===== config.mk =====
export PLATFORM = sky130hd
export DESIGN_NAME = mp_lut_coeff_loader_flat
export DESIGN_NICKNAME = d
export VERILOG_FILES = /design/src/rtl/mp_lut_coeff_loader_pkg.sv /design/src/rtl/mp_lut_coeff_loader_if.sv /design/src/rtl/mp_lut_coeff_loader_addr_cnt.sv /design/src/rtl/mp_lut_coeff_loader.sv /design/src/flat_wrapper.sv
export SDC_FILE = /design/constraint.sdc
export NUM_CORES = 1
export LEC_CHECK = 0
export ABC_AREA = 1
export CAP_MARGIN = 15
export CORE_MARGIN = 4
export CORE_UTILIZATION = 40
export CTS_CLUSTER_SIZE = 14
export DETAILED_ROUTE_END_ITERATION = 12
export HOLD_SLACK_MARGIN = 0.03
export PLACE_DENSITY = 0.76
export SYNTH_ARGS = -nofsm -noshare
export SYNTH_HDL_FRONTEND = slang
export SYNTH_SLANG_ARGS = --single-unit

===== constraint.sdc =====
create_clock -name AXI_clk_i -period 1.46 [get_ports AXI_clk_i]
set_input_delay 0.146 -clock AXI_clk_i [delete_from_list [all_inputs] [get_ports AXI_clk_i]]
set_output_delay 0.146 -clock AXI_clk_i [all_outputs]
set_load 0.02 [all_outputs]

===== src/rtl/mp_lut_coeff_loader_pkg.sv =====
// mp_lut_coeff_loader_pkg: shared width helpers and FSM encoding for the MP LUT coefficient path
package mp_lut_coeff_loader_pkg;
    localparam logic [1:0] S_IDLE = 2'd0;
    localparam logic [1:0] S_LOAD = 2'd1;
    localparam logic [1:0] S_DONE = 2'd2;

    function automatic int coeff_width(input int resolution);
        return $clog2(resolution);
    endfunction

    function automatic int lutnum_width(input int lut_num);
        return $clog2(lut_num);
    endfunction

    function automatic int addr_w(input int resolution, input int lut_num);
        return coeff_width(resolution) + lutnum_width(lut_num) + 2;
    endfunction
endpackage


===== src/rtl/mp_lut_coeff_loader_if.sv =====
// mp_lut_coeff_loader_if: 32-bit valid/ready/last coefficient word stream
interface mp_lut_coeff_loader_if;
    logic [31:0] s_tdata;
    logic        s_tvalid;
    logic        s_tlast;
    logic        s_tready;
    modport master(output s_tdata, s_tvalid, s_tlast, input s_tready);
    modport slave(input s_tdata, s_tvalid, s_tlast, output s_tready);
endinterface


===== src/rtl/mp_lut_coeff_loader_addr_cnt.sv =====
// mp_lut_coeff_loader_addr_cnt: LUT-major/entry-minor address counter with final-word flag
module mp_lut_coeff_loader_addr_cnt #(
    parameter int EW = 12,
    parameter int LW = 2
) (
    input  logic          i_clk,
    input  logic          i_rst,
    input  logic          i_load,
    input  logic          i_inc,
    input  logic [LW-1:0] i_lut,
    input  logic [LW-1:0] i_last_lut,
    output logic [EW-1:0] o_entry,
    output logic [LW-1:0] o_lut,
    output logic          o_last
);
    logic [EW-1:0] r_entry;
    logic [LW-1:0] r_lut;
    logic [LW-1:0] r_last_lut;

    always_ff @(posedge i_clk) begin
        if (i_rst) begin
            r_entry    <= '0;
            r_lut      <= '0;
            r_last_lut <= '0;
        end else if (i_load) begin
            r_entry    <= '0;
            r_lut      <= i_lut;
            r_last_lut <= i_last_lut;
        end else if (i_inc) begin
            r_entry <= r_entry + 1'b1;
            r_lut   <= r_lut + LW'(&r_entry);
        end
    end

    assign o_entry = r_entry;
    assign o_lut   = r_lut;
    assign o_last  = (&r_entry) && (r_lut == r_last_lut);
endmodule


===== src/rtl/mp_lut_coeff_loader.sv =====
// mp_lut_coeff_loader: streams coefficient words into the MP LUT BRAM write port with framing checks
module mp_lut_coeff_loader
    import mp_lut_coeff_loader_pkg::*;
#(
    parameter int M          = 3,
    parameter int LUT_num    = M + 1,
    parameter int RESOLUTION = 4096,
    parameter int ADDR_W     = addr_w(RESOLUTION, LUT_num)
) (
    input  logic                        AXI_clk_i,
    input  logic                        reset_i,
    input  logic                        start_i,
    input  logic                        single_i,
    input  logic [$clog2(LUT_num)-1:0]  lut_sel_i,
    mp_lut_coeff_loader_if.slave        s_axis,
    output logic [31:0]                 coeff_o,
    output logic [ADDR_W-1:0]           coeff_addr_o,
    output logic                        coeff_en_o,
    output logic                        busy_o,
    output logic                        done_o,
    output logic                        err_o
);
    localparam int EW = coeff_width(RESOLUTION);
    localparam int LW = lutnum_width(LUT_num);

    logic [1:0]        r_state;
    logic [31:0]       r_coeff;
    logic [ADDR_W-1:0] r_addr;
    logic              r_en;
    logic              r_err;
    logic [EW-1:0]     w_entry;
    logic [LW-1:0]     w_lut;
    logic              w_last;
    logic              w_go;
    logic              w_sel_bad;
    logic              w_accept;
    logic              w_end;
    logic              w_ok;

    assign s_axis.s_tready = (r_state == S_LOAD);
    assign w_accept  = s_axis.s_tvalid && (r_state == S_LOAD);
    assign w_go      = start_i && (r_state == S_IDLE);
    assign w_sel_bad = single_i && ({1'b0, lut_sel_i} >= (LW+1)'(LUT_num));
    // A load ends on the final word or on an early tlast; only both together is clean
    assign w_end     = w_accept && (w_last || s_axis.s_tlast);
    assign w_ok      = w_last && s_axis.s_tlast;

    mp_lut_coeff_loader_addr_cnt #(.EW(EW), .LW(LW)) u_cnt (
        .i_clk      (AXI_clk_i),
        .i_rst      (reset_i),
        .i_load     (w_go && !w_sel_bad),
        .i_inc      (w_accept),
        .i_lut      (single_i ? lut_sel_i : '0),
        .i_last_lut (single_i ? lut_sel_i : LW'(LUT_num - 1)),
        .o_entry    (w_entry),
        .o_lut      (w_lut),
        .o_last     (w_last)
    );

    always_ff @(posedge AXI_clk_i) begin
        if (reset_i) begin
            r_state <= S_IDLE;
            r_coeff <= '0;
            r_addr  <= '0;
            r_en    <= 1'b0;
            r_err   <= 1'b0;
        end else begin
            r_en <= w_accept;
            if (w_accept) begin
                r_coeff <= s_axis.s_tdata;
                r_addr  <= ADDR_W'({w_lut, w_entry, 2'b00});
            end
            if (w_go) begin
                r_err   <= w_sel_bad;
                r_state <= w_sel_bad ? S_IDLE : S_LOAD;
            end else if (w_end) begin
                r_err   <= !w_ok;
                r_state <= w_ok ? S_DONE : S_IDLE;
            end else if (r_state == S_DONE) begin
                r_state <= S_IDLE;
            end
        end
    end

    assign coeff_o      = r_coeff;
    assign coeff_addr_o = r_addr;
    assign coeff_en_o   = r_en;
    assign busy_o       = (r_state == S_LOAD);
    assign done_o       = (r_state == S_DONE);
    assign err_o        = r_err;
endmodule


===== src/flat_wrapper.sv =====
// flat-port wrapper written by rule: the top's interface ports become plain ports
module mp_lut_coeff_loader_flat import mp_lut_coeff_loader_pkg::*;
#(
    parameter int M          = 3,
    parameter int LUT_num    = M + 1,
    parameter int RESOLUTION = 4096,
    parameter int ADDR_W     = addr_w(RESOLUTION, LUT_num)
)
  (AXI_clk_i, reset_i, start_i, single_i, lut_sel_i, coeff_o, coeff_addr_o, coeff_en_o, busy_o, done_o, err_o, s_axis_s_tdata, s_axis_s_tvalid, s_axis_s_tlast, s_axis_s_tready);
  mp_lut_coeff_loader_if s_axis_i ();
  input  logic AXI_clk_i;
  input  logic reset_i;
  input  logic start_i;
  input  logic single_i;
  input  logic [$clog2(LUT_num)-1:0] lut_sel_i;
  output logic [31:0] coeff_o;
  output logic [ADDR_W-1:0] coeff_addr_o;
  output logic coeff_en_o;
  output logic busy_o;
  output logic done_o;
  output logic err_o;
  input wire logic [$bits(s_axis_i.s_tdata)-1:0] s_axis_s_tdata;
  input wire logic [$bits(s_axis_i.s_tvalid)-1:0] s_axis_s_tvalid;
  input wire logic [$bits(s_axis_i.s_tlast)-1:0] s_axis_s_tlast;
  output wire logic [$bits(s_axis_i.s_tready)-1:0] s_axis_s_tready;
  assign s_axis_i.s_tdata = s_axis_s_tdata;
  assign s_axis_i.s_tvalid = s_axis_s_tvalid;
  assign s_axis_i.s_tlast = s_axis_s_tlast;
  assign s_axis_s_tready = s_axis_i.s_tready;
  mp_lut_coeff_loader #(.M(M), .LUT_num(LUT_num), .RESOLUTION(RESOLUTION), .ADDR_W(ADDR_W)) u_core (.AXI_clk_i(AXI_clk_i), .reset_i(reset_i), .start_i(start_i), .single_i(single_i), .lut_sel_i(lut_sel_i), .s_axis(s_axis_i), .coeff_o(coeff_o), .coeff_addr_o(coeff_addr_o), .coeff_en_o(coeff_en_o), .busy_o(busy_o), .done_o(done_o), .err_o(err_o));
endmodule

# [After elaboration in Yosys (flattened, before gate mapping)]
# Index checks and enable logic that the tools add are counted.
[totals] ff_bits=66 latch_bits=0 ram_bits=0 romBits=0 output_inout_bits=53 wordCells=35 memories=0
[classes] addsub=2 mul=0 n_div=0 n_lt_le_gt_ge=0 n_eq_ne=3 n_shift=0 n_mux=8 bitwise_logic=0 reduce_logical=13
[op_table] cell="2-to-1 mux 2 bit" count=7
[op_table] cell="adder 12 x 1 -> 12 bit, second input constant" count=1
[op_table] cell="AND reduction 12 bit" count=1
[op_table] cell="logical AND 1 bit" count=5
[op_table] cell="nonzero test 2 bit" count=2
[op_table] cell="nonzero test 3 bit" count=1
[op_table] cell="adder 2 x 1 -> 2 bit" count=1
[op_table] cell="== test 2 x 1 -> 1 bit, second input constant" count=1
[op_table] cell="== test 2 bit" count=1
[op_table] cell="== test 2 bit, second input constant" count=1
[op_table] cell="zero test 2 bit" count=1
[op_table] cell="OR reduction 2 bit" count=1
[op_table] cell="zero test 1 bit" count=1
[op_table] cell="logical OR 1 bit" count=1
[op_table] cell="2-to-1 mux 1 bit" count=1

# [Longest topological paths before layout]
[logic_depth] word_depth=6 depth_mapped=9

# [Modules after synthesis]
# Synthesis repeated with hierarchy kept, for this count alone.
[unflattened] cells_unflattened=455 area_unflattened_um2=2955.3
[by_module_without_submodules] module="mp_lut_coeff_loader" instances=1 cells_per_inst=332 area_per_inst_um2=2103.3 seq_area_each_um2=1001.0
[by_module_without_submodules] module="mp_lut_coeff_loader_addr_cnt" instances=1 cells_per_inst=123 area_per_inst_um2=852.1 seq_area_each_um2=320.3

# [Worst setup path before layout]
# Ideal clock, no wire load.
[synth_timing] path_type="register -> register" start="reg u_core.u_cnt.r_entry[0], in the netlist u_core.u_cnt.o_entry[0]" end="reg u_core.u_cnt.r_lut[1], in the netlist u_core.u_cnt.o_lut[1]" setup_ns=0.124 t_arrival_ns=1.259 t_required_ns=1.336 setup_slack_ns=0.077 path_stages_with_launch=10 n_path_buf=0 period_less_slack_ns=1.383 path_cell_list="dfxtp_1 > ha_1 > inv_1 > nor2_1 > nand2_1 > nor2_1 > ha_1 > nand3_1 > o211ai_1 > a21oi_1"
[synth_via] elab_chain_len=4
[synth_rtl] element="start, declared" line_no="mp_lut_coeff_loader_addr_cnt.sv:16" source="logic [EW-1:0] r_entry;"
[synth_rtl] element="start signal, assigned" line_no="mp_lut_coeff_loader_addr_cnt.sv:30" source="r_entry <= r_entry + 1'b1;"
[synth_rtl] element="AND reduction 12 bit" line_no="mp_lut_coeff_loader_addr_cnt.sv:31" source="r_lut <= r_lut + LW'(&r_entry);"
[synth_rtl] element="adder 2 x 1 -> 2 bit" line_no="mp_lut_coeff_loader_addr_cnt.sv:31"
[synth_rtl] element="2-to-1 mux 2 bit" line_no="mp_lut_coeff_loader_addr_cnt.sv:29" source="end else if (i_inc) begin"
[synth_rtl] element="2-to-1 mux 2 bit" line_no="mp_lut_coeff_loader_addr_cnt.sv:25" source="end else if (i_load) begin"
[synth_rtl] element="end signal, assigned" line_no="mp_lut_coeff_loader_addr_cnt.sv:27" source="r_lut <= i_lut;"
[synth_rtl] element="end signal, assigned" line_no="mp_lut_coeff_loader_addr_cnt.sv:31"
[synth_rtl] element="end, declared" line_no="mp_lut_coeff_loader_addr_cnt.sv:17" source="logic [LW-1:0] r_lut;"
# Every way passes these cells. The select of a mux whose other input is x is not followed.
# A chain may end at the register's enable or synchronous reset.

# [Worst setup path after layout]
[layout_timing] start="reg u_core.r_addr[6], in the netlist u_core.coeff_addr_o[6]" end="out coeff_addr_o[6]"
[layout_rtl] element="start, declared" line_no="mp_lut_coeff_loader.sv:28" source="logic [ADDR_W-1:0] r_addr;"
[layout_rtl] element="start signal, assigned" line_no="mp_lut_coeff_loader.sv:71" source="r_addr <= ADDR_W'({w_lut, w_entry, 2'b00});"
[layout_rtl] element="end, declared" line_no="flat_wrapper.sv:17" source="output logic [ADDR_W-1:0] coeff_addr_o;"
# No word-level cell between the ends.

==> results.py <==
metrics = {
    "finish": {
        "diodes": 0,
        "layout.nets": 477,
        "syn_to_final_growth_pct": 49.7,
        "drive_above_1_share_pct": 11.0,
    },
    "synthesis": {
        "synthTopCellsByArea": "dfxtp_1 51%, nand2_1 14%, a21oi_1 11%",
        "async_flop_share_pct": 0,
        "syn_area_um2": 2570,
        "syn_area_per_cell_um2": 7.73,
        "synth_top_area_share_pct": 51.3,
        "netlist_instances": 333,
        "synthTopCellsByCount": "99 x nand2_1, 66 x dfxtp_1, 56 x a21oi_1",
        "yosysSeqAreaShare_pct": 51.3,
        "synth_flop_cell": "dfxtp_1",
        "yosys_register_bits": 66,
        "synth.largest_area_cell": "dfxtp_1",
        "synth.most_common_cell": "nand2_1",
        "synth-edff-count": 0,
        "synth.distinct_cells": 29,
        "yosys_warnings": 0,
    },
    "timing": {
        "slew_viol_final": 0,
        "fin_crit_ns": 1.41,
        "finalHoldViolCount": 0,
        "setup_viol": 0,
        "rsz0062_at_grt": "yes",
        "fmax_ghz": 0.707,
        "finClkSkew_ns": 0.00594,
        "period_share_pct": 96.9,
        "setup_total_negative_slack_ns": 0,
    },
    "placement": {
        "numPortBuffers": 90,
        "gp_congestion": 0.893,
        "dp_hpwl_um": 4710,
    },
    "clock_tree": {
        "clockBufferDepth": 2,
        "clock-root-buffer": "clkbuf_8",
        "path_clk_slew_ns": 0.06,
        "cts_tree": "done",
        "insertion_delay_ns": 0.32,
        "hold_buffers": 0,
        "htreeDepth": 3,
        "cts_sinks": 66,
        "cts_buffers": 9,
    },
    "critical_path": {
        "endpoint_kind": "output pin",
        "cp-start-kind": "register",
        "worstSetupPathType": "register to output pin",
        "cp.required_ns": 1.31,
        "cp_cell_sequence": "clkdlybuf4s50_1",
        "crit_buf_inv": 1,
        "crit_slowest_cell": "clkdlybuf4s50_1",
        "critical-path-top-delay-family": "buffers and inverters",
        "cpPeakStageDelay_ns": 0.62,
        "arrival_ns": 1.27,
        "crit_path_max_fanout": 2,
    },
    "die": {
        "die_y_um": 88.2,
        "core_area_um2": 6100,
        "fp.dieW_um": 88.2,
        "io-pin-count": 93,
        "start_util_pct": 42.2,
        "rows": 28,
        "die_area_um2": 7780,
    },
    "route": {
        "remaining_drc_errors": 0,
        "viasPerCell": 4.85,
        "drt-total-wl_um": 6360,
        "detail_route.iter0.violations": 91,
        "drtAntennaViolNets": 0,
        "avgRoutedWirePerCell_um": 12.4,
        "vias": 2483,
        "first_pass_iters": 4,
    },
    "global_routing": {
        "track_usage_pct": 16.6,
        "grt_overflow": 0,
        "antenna_found_initial": 0,
        "grt_pass1_vias": 2330,
        "grt_pass1_wl_um": 10300,
        "grt_max_degree": 34,
    },
    "worst_hold_path": {
        "min-delay-path-class": "input port to register",
    },
    "power": {
        "pwr_density_cell_nw_per_um2": 938,
        "power_leakage_nw": 1.62,
        "peakVddDrop_mv": 0.539,
        "power_mw": 3.62,
    },
    "flow_run": {
        "maxCapViolCount": 0,
    },
    "run_status": {
        "status": "complete, no violations",
    },
}
==> final cells by class <==
cell class              count  area [µm²]
inverters                  23        86.3
fillers                   545        2240
flip-flops and latches     66        1330
repair buffers            110        1110
clock buffers              12         135
clock inverters             1        5.00
well taps                  75        93.8
multi-input cells         225        1100
==> what timing repair did <==
action                     in CTS  in global routing
gates resized for setup         7                 24
pin swaps                       0                  4
setup buffers                   0                  1
setup endpoints to repair       3                 43
==> power by group <==
part | switching [mW] | internal, mW | total, mW | leakage (nW)
sequential | 0.0355 | 1.87 | 1.90 | 0.537
combinational | 0.265 | 0.270 | 0.535 | 1.01
clock | 0.591 | 0.587 | 1.18 | 0.0722
==> sequential cells by signal, indices dropped and copies added, names as in the netlist <==
name and flops:
u_core.u_cnt.r_last_lut 2, u_core.coeff_en_o 1, u_core.coeff_o 32, u_core.u_cnt.o_entry 12, u_core.u_cnt.o_lut 2, u_core.coeff_addr_o 14, u_core.r_state 2, u_core.err_o 1
==> worst paths after layout <==
kind / from / to / slack (ns) / cells past startpoint
max reg2reg: u_core.u_cnt.o_entry[0] / u_core.u_cnt.o_lut[1] / 0.11 / 9
max: u_core.coeff_addr_o[6] / coeff_addr_o[6] / 0.05 / 1
min reg2reg: u_core.coeff_addr_o[14] / u_core.coeff_addr_o[14] / 0.46 / 2
min: s_axis_s_tdata[4] / u_core.coeff_o[4] / 0.38 / 3
==> stage by stage <==
| step | hold WS [ns] | std cells | util (%) | setup WS (ns) | cell area [µm²] |
|---|---|---|---|---|---|
| floorplan | 0.288 | 334 | - | 0.0769 | 2580 |
| global placement | 0.448 | 498 | 59.6 | -0.0781 | 3630 |
| detailed placement | 0.455 | 498 | 59.6 | -0.152 | 3630 |
| CTS | 0.364 | 511 | 61.9 | 0.00877 | 3770 |
| global route | 0.369 | 512 | 63.2 | -0.0121 | 3850 |
| finish | 0.376 | 512 | 63.2 | 0.0459 | 3850 |
==> cells in the final DEF (no fill, tap or decap), drive strengths merged <==
master         count
a211oi             1
nand4              4
clkdlybuf4s50     75
nor2              21
a31oi              1
clkinv             2
conb               2
nor3               4
buf               20
o21ai             17
xnor2              2
dlymetal6s2s      12
o211ai             1
clkbuf            12
a21oi             56
ha                 2
o31ai              1
clkdlybuf4s15      3
nand3             11
nor4               1
nor3b              1
inv               22
dfxtp             66
nand2            100
==> logic make-up after synthesis <==
| family | share of synthesized area [%] |
|---|---|
| xor gates and xnor gates | 0.681 |
| other | 0.146 |
| and+or+nand+nor | 24.1 |
| DFF | 51.3 |
| AOI/OAI and AO/OA | 15.3 |
| buffers and inverters | 7.49 |
| adders and majority gates | 0.972 |
==> worst register-to-register path: cells and delay by family (launching register included) <==
family | cells | cell delay [ns]
DFF | 1 | 0.33
and+or+nand+nor | 4 | 0.39
AOI/OAI and AO/OA | 2 | 0.17
adders and majority gates | 2 | 0.31
buffers and inverters | 1 | 0.05
==> routing by layer <==
layer | vias up | GRT usage, % | routed length [µm] | share of wire (%)
met5 | - | 0 | 0 | 0
met4 | 0 | 7.28 | 90 | 1.4
met3 | 9 | 4.10 | 382 | 6.0
met2 | 66 | 26.4 | 3090 | 49
met1 | 1129 | 21.4 | 2800 | 44
li1 | 1279 | - | - | -
No activity file was read; power rests on OpenSTA's default activity.
